`config.mk`:
```
export PLATFORM = sky130hd
export DESIGN_NAME = demux_scan_sched
export DESIGN_NICKNAME = d
export VERILOG_FILES = /design/src/rtl/demux_scan_sched.sv
export SDC_FILE = /design/constraint.sdc
export NUM_CORES = 1
export LEC_CHECK = 0
export CAP_MARGIN = 25
export CORE_UTILIZATION = 45
export CTS_CLUSTER_SIZE = 24
export DETAILED_ROUTE_END_ITERATION = 7
export PLACE_DENSITY_LB_ADDON = 0.25
export RECOVER_POWER = 100
export SYNTH_ARGS = -nofsm -noshare
export SYNTH_HDL_FRONTEND = slang
export SYNTH_SLANG_ARGS = --single-unit
```
`constraint.sdc`:
```
create_clock -name clk -period 6.4 [get_ports clk]
set_input_delay 1.92 -clock clk [delete_from_list [all_inputs] [get_ports clk]]
set_output_delay 1.92 -clock clk [all_outputs]
set_load 0.02 [all_outputs]
```
`src/rtl/demux_scan_sched.sv`:
```
// Round-robin select sequencer for a 1-to-16 demux: scans enabled channels,
// holds each for dwell+1 cycles, and pulses wrap on the first cycle of every new lap.
module demux_scan_sched #(
  parameter int N_CH    = 16,
  parameter int SEL_W   = 4,
  parameter int DWELL_W = 8
) (
  input  logic               clk,
  input  logic               rst_n,
  input  logic               start,
  input  logic               stop,
  input  logic [N_CH-1:0]    chan_en,
  input  logic [DWELL_W-1:0] dwell,
  output logic [SEL_W-1:0]   sel,
  output logic               sel_valid,
  output logic               wrap,
  output logic               busy
);

  localparam logic [0:0] ST_IDLE  = 1'b0;
  localparam logic [0:0] ST_DWELL = 1'b1;

  logic [0:0]         state;
  logic [DWELL_W-1:0] cnt;
  logic [SEL_W-1:0]   base;
  logic [SEL_W-1:0]   idx;
  logic [SEL_W-1:0]   nxt;
  logic               found;

  // Search upward from base, modulo N_CH. The base is 0 when starting a scan,
  // and sel+1 when advancing. A single enabled channel is found again at i=N_CH-1.
  always_comb begin
    base  = (state == ST_IDLE) ? '0 : sel + 1'b1;
    idx   = '0;
    nxt   = '0;
    found = 1'b0;
    for (int i = 0; i < N_CH; i++) begin
      idx = base + SEL_W'(i);
      if (!found && chan_en[idx]) begin
        found = 1'b1;
        nxt   = idx;
      end
    end
  end

  always_ff @(posedge clk or negedge rst_n) begin
    if (!rst_n) begin
      state <= ST_IDLE;
      sel   <= '0;
      cnt   <= '0;
      wrap  <= 1'b0;
    end else if (stop) begin
      state <= ST_IDLE;
      sel   <= '0;
      cnt   <= '0;
      wrap  <= 1'b0;
    end else begin
      case (state)
        ST_IDLE: begin
          wrap <= 1'b0;
          if (start && found) begin
            state <= ST_DWELL;
            sel   <= nxt;
            cnt   <= dwell;
          end
        end
        ST_DWELL: begin
          if (cnt != '0) begin
            cnt  <= cnt - 1'b1;
            wrap <= 1'b0;
          end else if (found) begin
            // A lap restarts whenever the search wrapped past the top index.
            sel  <= nxt;
            cnt  <= dwell;
            wrap <= (nxt <= sel);
          end else begin
            state <= ST_IDLE;
            sel   <= '0;
            wrap  <= 1'b0;
          end
        end
        default: begin
          state <= ST_IDLE;
          sel   <= '0;
          cnt   <= '0;
          wrap  <= 1'b0;
        end
      endcase
    end
  end

  assign busy      = (state == ST_DWELL);
  assign sel_valid = (state == ST_DWELL);

endmodule
```
== Yosys cells after proc, flatten, opt, wreduce, memory -nomap -nowiden ==
Cells that the tools add are included.

* Add/sub/neg operators: 17
* Reduce and logical (&&, ||, !) cells: 34
* Bitwise operators: 1
* Mux-type cells: 84
* Magnitude comparators: 17
* Equality and inequality tests: 3

{| class="wikitable"
|+ Operators by type and width
! operator !! count
|-
| 4-bit two-way mux || 21
|-
| 4-bit by 5-bit < comparator with 1-bit output (second input constant) || 16
|-
| 1-bit binary-select mux with 4-bit select || 16
|-
| 1-bit two-way mux || 39
|-
| 4-bit adder (second input constant) || 8
|-
| 8-bit two-way mux || 4
|-
| 4-bit by 3-bit adder with 4-bit output (second input constant) || 4
|-
| 1-bit logical AND || 16
|-
| 8-bit case mux with 2 select lines || 1
|-
| 1-bit logical NOT || 15
|-
| 4-bit by 1-bit adder with 4-bit output (second input constant) || 2
|-
| 4-bit by 2-bit adder with 4-bit output (second input constant) || 2
|-
| 4-bit case mux with 2 select lines || 1
|-
| 8-bit nonzero test || 1
|-
| 8-bit by 1-bit subtractor with 8-bit output (second input constant) || 1
|-
| 4-bit <= comparator || 1
|-
| 4-bit by 2-bit inequality test with 1-bit output (second input constant) || 1
|-
| 1-bit case mux with 2 select lines || 2
|-
| 2-bit AND reduction || 2
|-
| 3-bit by 2-bit inequality test with 1-bit output (second input constant) || 1
|-
| 3-bit inequality test (second input constant) || 1
|-
| 1-bit inverter || 1
|}

* Register bits after elaboration: 14
* Bits of input ports: 28
* Word-level logic and storage cells: 160

== Depth between registers and ports, before layout ==
Gate-level depths: netlist of the first run.

* Depth after elaboration: 55
* Depth in mapped cells: 23
* Mapped depth without buffers: 23

== Least setup slack after synthesis of the first run ==
No wires, ideal clock.

* Kind: input port to flip-flop
* From: input chan_en[11]
* To: register wrap
* Arrival time: 5178 ps
* Path buffers: 1
* Cell stages on the path: 17
* Setup slack: 1122 ps
* Cell sequence: or3b_2 > a21oi_1 > o22ai_1 > mux2_2 > or4_4 > buf_6 > or2_2 > o32a_1 > o211ai_1 > and3_1 > nor2_1 > ha_1 > o21ai_0 > nand2b_1 > a21oi_1 > a41oi_1 > nor4_1

* Word-level cells in the longest chain between the ends: 53

{| class="wikitable"
|+ RTL lines
! what !! RTL line !! source
|-
| from (decl) || 12 || <nowiki>input logic [N_CH-1:0] chan_en,</nowiki>
|-
| 1-bit binary-select mux with 4-bit select || 39 || <nowiki>if (!found && chan_en[idx]) begin</nowiki>
|-
| 1-bit two-way mux (implied by the code) || 39 ||
|-
| 1-bit two-way mux || 39 ||
|-
| 1-bit logical NOT || 39 ||
|-
| 1-bit logical AND || 39 ||
|-
| 1-bit two-way mux || 39 ||
|-
| 1-bit logical NOT || 39 ||
|-
| 1-bit logical AND || 39 ||
|-
| (+37 left out) || - ||
|-
| 1-bit logical NOT || 39 ||
|-
| 1-bit logical AND || 39 ||
|-
| 4-bit two-way mux || 39 ||
|-
| 4-bit <= comparator || 75 || <nowiki>wrap <= (nxt <= sel);</nowiki>
|-
| 1-bit two-way mux * || 71 || <nowiki>end else if (found) begin</nowiki>
|-
| 1-bit two-way mux * || 68 || <nowiki>if (cnt != '0) begin</nowiki>
|-
| 1-bit case mux with 2 select lines * || 58 || <nowiki>case (state)</nowiki>
|-
| 1-bit two-way mux * || 52 || <nowiki>end else if (stop) begin</nowiki>
|-
| to (signal assigned) || 75 ||
|-
| to (decl) || 16 || <nowiki>output logic wrap,</nowiki>
|}

Every way passes the cells marked *; elsewhere a longest branch is shown, timed or not. The select of a mux whose other input is x is not followed.
A chain may end at the register's enable or synchronous reset.

== Final worst setup path of the first run ==
* From: input chan_en[2]
* To: register cnt[1]

* Word-level cells in the longest chain between the ends: 51

{| class="wikitable"
|+ RTL lines
! what !! RTL line !! source
|-
| 1-bit binary-select mux with 4-bit select || 39 ||
|-
| 1-bit two-way mux (implied by the code) || 39 ||
|-
| 1-bit two-way mux || 39 ||
|-
| 1-bit logical NOT || 39 ||
|-
| 1-bit logical AND || 39 ||
|-
| 1-bit two-way mux || 39 ||
|-
| 1-bit logical NOT || 39 ||
|-
| 1-bit logical AND || 39 ||
|-
| (+35 left out) || - ||
|-
| 1-bit logical AND || 39 ||
|-
| 1-bit two-way mux || 39 ||
|-
| 1-bit logical NOT || 39 ||
|-
| 1-bit logical AND || 39 ||
|-
| 1-bit two-way mux * || 39 ||
|-
| 1-bit logical AND || 61 || <nowiki>if (start && found) begin</nowiki>
|-
| 3-bit by 2-bit inequality test with 1-bit output (no source line) || - ||
|-
| 2-bit AND reduction (no source line) * || - ||
|-
| to (signal assigned) || 64 || <nowiki>cnt <= dwell;</nowiki>
|-
| to (signal assigned) || 69 || <nowiki>cnt <= cnt - 1'b1;</nowiki>
|-
| to (signal assigned) || 74 || <nowiki>cnt <= dwell;</nowiki>
|-
| to (decl) || 24 || <nowiki>logic [DWELL_W-1:0] cnt;</nowiki>
|}

Marked as above.

==> metrics.txt, run 1 <==
outcome finished clean; Routed WL per cell 19.3 um; Finish-stage setup viols 0; max-slew violation count 0; antenna violations before repair 0; number of detailed-route iterations in the first pass 6; Starting Density 46.5%; CP Capture Type register; placed wire-length estimate 8.49 mm; Antenna Cells 0; Hold Fails Final Rpt 0; first-pass GRT wire length 18.1 mm; post-synthesis simple-gate area fraction 25.6%; Setup crit start kind input port; clk root buf clkbuf_8; H-tree depth 1; CTS tree done; DP Cell Count 580; Syn-to-layout area delta 15.2%; hold_buf cts 0; Post-Route WL 11.3 mm; commonest cells after routing, fill and taps aside a21oi_1, nand2_1, nor2_1, o21ai_0, clkdlybuf4s50_1; Period Utilization, post-route 96.7%; Sw Ratio 53.7%; Setup TNS 0 ns; routed via count 3907; DIE WIDTH 88.4 um; #FFs+latches synth 14; Setup Buffers After CTS 0; CTS Sinks 14; Worst EP required 6.51 ns; top_reg_cell synth dfrtp_1; number of CTS-inserted buffers 3; adder-cell share of the synthesized area 4.85%; Post-synth EDFFs 0; clk buf depth 2; net count of the mapped netlist 490; ys async rst share 100%; worst-margin pin slew 1.20 ns; largest family of logic cells by synthesized area compound AO/OA/AOI/OAI gates; total track usage 29.9%; die area 0.00781 mm2; most common cell after layout, fill and taps aside a21oi_1; vias in the first global route 3642; fmax 162 MHz; worst setup path class input port to register; gate count of the mapped netlist 449; Detail Route Antenna Nets 0; unrepaired setup endpoints after global routing false; IO Pins 35; post-synthesis mux area share 14.1%; sequential share of the synthesized area 10.4%; clock latency on the worst-skew pair 0.25 ns; Gate power share 81.5%; Clk network pwr share 8.1%; CP max FO 13; # DRC 0; cell area after synthesis 0.00336 mm2; Compound-Gate Fraction of Synth Area 35.2%; worst hold path depth 2; core box area 0.00721 mm2; Die H 88.4 um; non-filler cells, final 584; xor/xnor share of the synthesized area 4.06%; row count 31; Syn Area/Cell 7.48 um2; type of the worst min-delay path register to register; GPL Wtd Cong 1.01; Seq pwr share 10.4%; Sw Pwr 583 uW; maxcap violations 0; largest net degree at the start of global routing 35; Max IR drop VDD 0.169 mV; Iter 0 DRT Violations 407; Nets 527; global-route congestion overflow total 0; Leak 1.54 nW; synth warn 0; vias per cell 6.69; post-route minimum period 6.19 ns; Power Dens Cells 280 mW/mm2; top cells by area, synth dfrtp_1, a21oi_1, mux2i_1; CP arrival 6.30 ns; Unique masters post-synth 77; P_int 502 uW; cell depth of the worst flop-to-flop path 16; Synth top area share 10.4%; layout cells sized above 1 12.0%; post-synth top area cell dfrtp_1; IO buf count 34; clk slew on worst S/H paths 0.06 ns; slew margin rel. 20.0%; Post-Route Skew 0.000684 ns
-- per-layer routing --
| layer | global-route usage, % | wire length [um] |
|---|---|---|
| met1 | 38.4 | 4830 |
| met2 | 49.9 | 5120 |
| met3 | 3.17 | 757 |
| met4 | 14.5 | 581 |
| met5 | 0 | 0 |
-- synthesized netlist by cell type (5+ instances only) --
cell	n
a211oi_1	11
a21oi_1	41
a221oi_1	5
a31oi_1	5
and3b_1	8
buf_2	10
clkbuf_1	7
dfrtp_1	14
ha_1	13
inv_1	16
mux2_2	10
mux2i_1	20
nand2_1	34
nand2b_1	14
nand3_1	11
nor2_1	34
nor2b_1	7
nor3_1	10
o211a_1	5
o211ai_1	11
o21ai_0	26
o21ai_1	9
o22ai_1	9
o31ai_1	7
o32a_1	5
or3_1	5
xnor2_1	9
-- sequential cells by signal, indices dropped and copies added (netlist names) --
name	count
sel	4
wrap	1
busy	1
cnt	8
-- through the flow --
stage | power, mW | hold slack (ns) | instance area, um2 | utilization (%) | worst slack (ns)
after floorplan | 0.722 | 0.513 | 3360 | - | 1.12
after global placement | 0.975 | 0.537 | 3850 | 53.4 | 0.264
after detailed placement | 0.976 | 0.555 | 3850 | 53.4 | 0.179
after CTS | 1.07 | 0.571 | 3910 | 54.2 | 0.416
after global routing | 1.17 | 0.580 | 3870 | 53.6 | 0.0570
final | 1.08 | 0.580 | 3870 | 53.6 | 0.213
-- cell type report --
type / instances / area [um2]
tap: 99 / 124
sequential: 14 / 350
timing repair buffer: 54 / 483
inverter: 20 / 75.1
clock buffer: 4 / 55.1
fill: 725 / 3350
multi-input combinational: 393 / 2780
-- critical path, cell delays in order --
cell and delay [ns]:
clkdlybuf4s50_1 0.48, mux2_2 0.30, o21ai_0 0.33, o221ai_1 0.35
a211oi_1 0.44, buf_4 0.20, nand4_1 0.07, clkbuf_1 0.19
nor4_1 0.97, nor2b_1 0.25, nor2_2 0.49, mux2i_1 0.24
nor2_1 0.06
-- power groups by stage --
| stage | logic, mW | clock network [mW] | registers, mW |
|---|---|---|---|
| 5_1_grt | 0.961 | 0.0946 | 0.114 |
| 4_1_cts | 0.866 | 0.0896 | 0.113 |
| 3_5_place_dp | 0.862 | 0 | 0.114 |
| 6_report | 0.884 | 0.0882 | 0.113 |
| 2_1_floorplan | 0.604 | 0 | 0.118 |
| 3_3_place_gp | 0.861 | 0 | 0.114 |
-- repair_timing --
item	in CTS	in global routing
endpoints found under the hold margin	0	0
setup endpoints to repair	0	1
resized for setup	0	1
-- final timing paths --
kind                           to  slack, ns  startpoint
max                        cnt[1]       0.21  chan_en[2]
min                        cnt[1]       0.58      cnt[1]
max reg2reg                cnt[1]       0.56      sel[0]
min reg2reg                cnt[1]       0.58      cnt[1]
max in group asynchronous  sel[3]       3.84       rst_n
min in group asynchronous  cnt[0]       2.14       rst_n
-- logic make-up (layout without fill, tap and decap cells) --
group	after synthesis	after routing
simple gates	155	155
flops	14	14
mux	38	38
buf+inv	42	78
compound gates	174	174
fa+ha+maj	13	13
xor+xnor	13	13
Note: power is estimated with default switching activity, not from simulation.
==> run 2: changes to the inputs <==
- DONT_BUFFER_PORTS: default -> 1
- TNS_END_PERCENT: default -> 30
==> metrics.txt, run 2 (synthesized netlist as in run 1, its figures left out) <==
outcome finished clean; first-pass GRT wire length 17.9 mm (-1.2%); vias in the first global route 3514 (-3.5%); CP Capture Type register; worst-margin pin slew 0.995 ns (-0.205 ns); hold_buf cts 0 (unchanged); vias per cell 6.87 (+2.7%); Detail Route Antenna Nets 0 (unchanged); post-route cell area 0.00345 mm2 (-11%); layout cells sized above 1 11.1% (-0.85 points); Post-Route Skew 0.00184 ns (+0.00115 ns); maxcap violations 0 (unchanged); fmax 171 MHz (+5.6%); H-tree depth 1 (unchanged); Post-Route WL 11.0 mm (-2.4%); setup ws final 0.540 ns (+0.327 ns); max reg flops 8 (unchanged); placed wire-length estimate 8.37 mm (-1.5%); Setup TNS 0 ns (unchanged); antenna violations before repair 0 (unchanged); clk slew on worst S/H paths 0.06 ns (about the same); post-route minimum period 5.86 ns (-0.327 ns); reg2reg setup slack 0.54 ns (-0.02 ns); number of CTS-inserted buffers 3 (unchanged); M1 WL 4.81 mm (-0.35%); row count 31 (unchanged); Syn-to-layout area delta 2.83%; CP max FO 15 (+2); core box area 0.00721 mm2 (unchanged); Leak 1.33 nW (-13%); Worst EP required 6.54 ns (+0.03 ns); Hold Fails Final Rpt 0 (unchanged); max-slew violation count 0 (unchanged); DP Cell Count 537 (-7.4%); die area 0.00781 mm2 (unchanged); Antenna Cells 0 (unchanged); family with the most delay on the worst path simple AND/OR/NAND/NOR gates; Iter 0 DRT Violations 431 (+5.9%); Max IR drop VDD 0.139 mV (-18%); worst setup path class register to register; Starting Density 46.5% (unchanged); global-route congestion overflow total 0 (unchanged); r2r endpoint wrap; slew margin rel. 33.1% (+13 points); met3 wire len 834 um (+10%); routed via count 3710 (-5.0%); Place WS 0.636 ns (+0.457 ns); Setup crit start kind register; clock latency on the worst-skew pair 0.24 ns (about the same); Finish-stage setup viols 0 (unchanged); register with the most flip-flops cnt; # resized after CTS 0 (unchanged); total track usage 29.2% (-0.66 points); CTS Sinks 14 (unchanged); crit-path most repeated cell ha_1; clk root buf clkbuf_8; GPL Wtd Cong 1.03 (+2.5%); number of detailed-route iterations in the first pass 5 (-1); IO Pins 35 (unchanged); CTS tree done; post-place instance area 0.00345 mm2 (-11%); Critical-path top delay cell ha_1; Routed WL per cell 20.4 um (+5.5%); commonest cells after routing, fill and taps aside a21oi_1, nand2_1, nor2_1, o21ai_0, mux2i_1; smallest hold slack 0.564 ns (-0.0164 ns); Top Layer Used met4; worst-path cell chain ha_1, buf_4, nand2_1, ha_1, inv_1, a211oi_1, o211a_1, nor3_1, clkbuf_1, a211oi_1, nand4_1, nor3_2, nand4_2, nor2_1, nor2_1, ha_1, nor2b_1, o21ai_0, nand2b_1, a21oi_1, a41oi_1, nor4_1; DIE WIDTH 88.4 um (unchanged); Worst Hold End cnt[3]; Die H 88.4 um (unchanged); most common cell after layout, fill and taps aside a21oi_1; IO buf count 0 (-100%); Nets 484 (-8.2%); max incr delay on CP 0.56 ns (-0.41 ns); CP arrival 6.00 ns (-0.30 ns); # DRC 0 (unchanged); unrepaired setup endpoints after global routing false; R2R Path Start sel[1]; cell depth of the worst flop-to-flop path 22 (+6); Power Dens Cells 293 mW/mm2 (+4.4%); Setup Buffers After CTS 0 (unchanged); non-filler cells, final 540 (-7.5%); Worst Min Path Start cnt[3]; largest net degree at the start of global routing 35 (unchanged); largest registers cnt (8), sel (4); type of the worst min-delay path register to register; Met2 Wirelength 4.94 mm (-3.4%); worst hold path depth 2 (unchanged); Period Utilization, post-route 91.6% (-5.1 points); WP buf/inv 3 (unchanged); clk buf depth 2 (unchanged)
## run 2: worst min-delay path: stages (launching register included)
cell and delay [ns]:
dfrtp_1 0.39, o21ai_0 0.08, a21oi_1 0.06
## run 2: cell type report
type / count / area [um2]
fill: 734 / 3760
multi-input combinational: 393 / 2790
sequential: 14 / 350
tap: 99 / 124
timing repair buffer: 11 / 75.1
inverter: 20 / 75.1
clock buffer: 3 / 41.3
## run 2: how the worst max path moves through the flow
stage / from / endpoint / slack (ns) / depth (start not counted)
6_report: sel[1] / wrap / 0.54 / 22
5_1_grt: sel[1] / wrap / 0.16 / 21
4_1_cts: sel[1] / wrap / 0.67 / 22
3_5_place_dp: chan_en[8] / wrap / 0.64 / 18
3_3_place_gp: chan_en[12] / wrap / 0.67 / 19
2_1_floorplan: chan_en[11] / wrap / 1.12 / 17
## run 2: through the flow
stage	util (%)	power, mW
after floorplan	-	0.722
after global placement	47.8	0.915
after detailed placement	47.8	0.915
after CTS	48.3	0.989
after global routing	47.8	1.09
final	47.8	1.01
## run 2: power by group
| group | internal (mW) | switching, mW | leakage [nW] |
|---|---|---|---|
| sequential | 0.0989 | 0.0184 | 0.187 |
| combinational | 0.305 | 0.518 | 1.13 |
| clock | 0.0415 | 0.0286 | 0.0216 |
## run 2: metal layers
metal | track usage (%) | up-vias
met4 | 11.6 | 0
met2 | 47.7 | 186
met3 | 3.73 | 34
met1 | 39.1 | 1754
met5 | 0 | -
li1 | - | 1736
==> run 3: changes to the inputs <==
- clock period: 6.4 -> 5.7 ns (I/O delays scaled with it)
==> metrics.txt, run 3 (synthesized netlist as in run 1, its figures left out) <==
routed via count 3706 (-0.11%); fmax 188 MHz (+10%); largest net degree at the start of global routing 35 (unchanged); r2r endpoint cnt[1]; Setup TNS 0 ns (unchanged); Power Dens Cells 327 mW/mm2 (+12%); Setup crit start kind register; worst-margin pin slew 1.01 ns (+0.0163 ns); clk slew on worst S/H paths 0.06 ns (about the same); H-tree depth 1 (unchanged); first-pass GRT wire length 17.7 mm (-1.1%); Finish-stage setup viols 0 (unchanged); register with the most flip-flops cnt; GPL Wtd Cong 1.05 (+1.3%); Setup crit end cnt[1]; Place WS 0.141 ns (-0.495 ns); layout cells sized above 1 14.1% (+3.0 points); post-route minimum period 5.33 ns (-0.533 ns); CP arrival 5.46 ns (-0.54 ns); multi-input combinational cell area 0.00279 mm2 (+0.27%); reg2reg setup slack 0.37 ns (-0.17 ns); Post-Route WL 10.9 mm (-1.0%); slew margin rel. 32.0% (-1.1 points); setup ws final 0.373 ns (-0.167 ns); clk buf depth 2 (unchanged); most common cell after layout, fill and taps aside a21oi_1; placed wire-length estimate 8.32 mm (-0.63%); non-filler cells, final 554 (+2.6%); hold_buf cts 0 (unchanged); Hold Fails Final Rpt 0 (unchanged); row count 31 (unchanged); maxcap violations 0 (unchanged); Nets 497 (+2.7%); antenna violations before repair 0 (unchanged); Iter 0 DRT Violations 481 (+12%); Max IR drop VDD 0.196 mV (+41%); max reg flops 8 (unchanged); # DRC 0 (unchanged); Syn-to-layout area delta 6.37%; total track usage 28.7% (-0.46 points); Die H 88.4 um (unchanged); Antenna Cells 0 (unchanged); CTS Sinks 14 (unchanged); Routed WL per cell 19.7 um (-3.5%); largest registers cnt (8), sel (4); R2R Path Start sel[1]; die area 0.00781 mm2 (unchanged); vias in the first global route 3503 (-0.31%); max-slew violation count 0 (unchanged); Worst EP required 5.84 ns (-0.70 ns); IO buf count 0 (unchanged); Leak 1.42 nW (+6.4%); number of detailed-route iterations in the first pass 5 (unchanged); clk root buf clkbuf_8; Detail Route Antenna Nets 0 (unchanged); commonest cells after routing, fill and taps aside a21oi_1, nand2_1, nor2_1, o21ai_0, buf_4; CP max FO 13 (-2); outcome finished clean; sequential cell area 350 um2 (unchanged); Worst Min Path Start cnt[1]; worst setup path class register to register; vias per cell 6.69 (-2.6%); core box area 0.00721 mm2 (unchanged); final core occ 49.5% (+1.6 points); clock latency on the worst-skew pair 0.24 ns (about the same); DP Cell Count 548 (+2.0%); Period Utilization, post-route 93.5% (+1.9 points); global-route congestion overflow total 0 (unchanged); number of CTS-inserted buffers 3 (unchanged); DIE WIDTH 88.4 um (unchanged); type of the worst min-delay path register to register; Post-Route Skew 0.00107 ns (-0.000764 ns); worst setup path startpoint sel[1]; Starting Density 46.5% (unchanged); unrepaired setup endpoints after global routing false; CP Capture Type register; CTS tree done; total power 1.17 mW (+16%); cell depth of the worst flop-to-flop path 13 (-41%); IO Pins 35 (unchanged); fillers 736 (+0.27%)
[run 3: cell types whose count changed in the layout (fill, tap and decap cells not counted), sizes merged]
| cell | delta |
|---|---|
| buf | +13 |
| clkbuf | +1 |
[run 3: layout make-up]
class,count,share of cell area (%)
multi-input cells,393,78.2
inverters,20,2.10
flip-flops and latches,14,9.81
repair buffers,24,4.84
well taps,99,3.47
clock buffers,4,1.54
[run 3: metrics by stage]
step / hold WS (ns) / area (um2)
6_report: 0.559 / 3570
5_1_grt: 0.588 / 3570
4_1_cts: 0.562 / 3580
3_5_place_dp: 0.549 / 3530
3_3_place_gp: 0.536 / 3530
2_1_floorplan: 0.513 / 3360
[run 3: repair_timing]
| item | 4_1_cts | 5_1_grt |
|---|---|---|
| endpoints found under the setup margin | 0 | 1 |
| resized for setup | 0 | 1 |
| setup buffers | 0 | 2 |
[run 3: where the power goes]
group | internal, mW | total [mW] | switching [mW]
Sequential | 0.111 | 0.123 | 0.0121
Clock | 0.0612 | 0.0969 | 0.0357
Combinational | 0.363 | 0.948 | 0.585
[run 3: worst max-delay path, stage by stage (launching register included)]
cell and delay [ns]:
dfrtp_1 0.39, ha_1 0.31, nand2_1 0.32, ha_1 0.38, nor3_1 0.69, o22ai_1 0.23, a21oi_1 0.27, a21oi_1 0.14
or4_4 0.58, nor4_1 0.88, nor2b_1 0.23, nor2_2 0.50, mux2i_1 0.24, nor2_1 0.05
[run 3: worst min path at each step]
| stage | end | slack [ns] | cells past startpoint |
|---|---|---|---|
| after floorplan | cnt[1] | 0.51 | 2 |
| after global placement | cnt[1] | 0.54 | 2 |
| after detailed placement | cnt[1] | 0.55 | 2 |
| after CTS | cnt[1] | 0.56 | 2 |
| after global routing | cnt[1] | 0.59 | 2 |
| final | cnt[1] | 0.56 | 2 |
[run 3: metal layers]
metal	track usage, %	wire, um	vias up
li1	-	-	1751
met1	39.1	4720	1731
met2	47.3	4970	197
met3	3.08	912	27
met4	9.82	296	0
met5	0	0	-
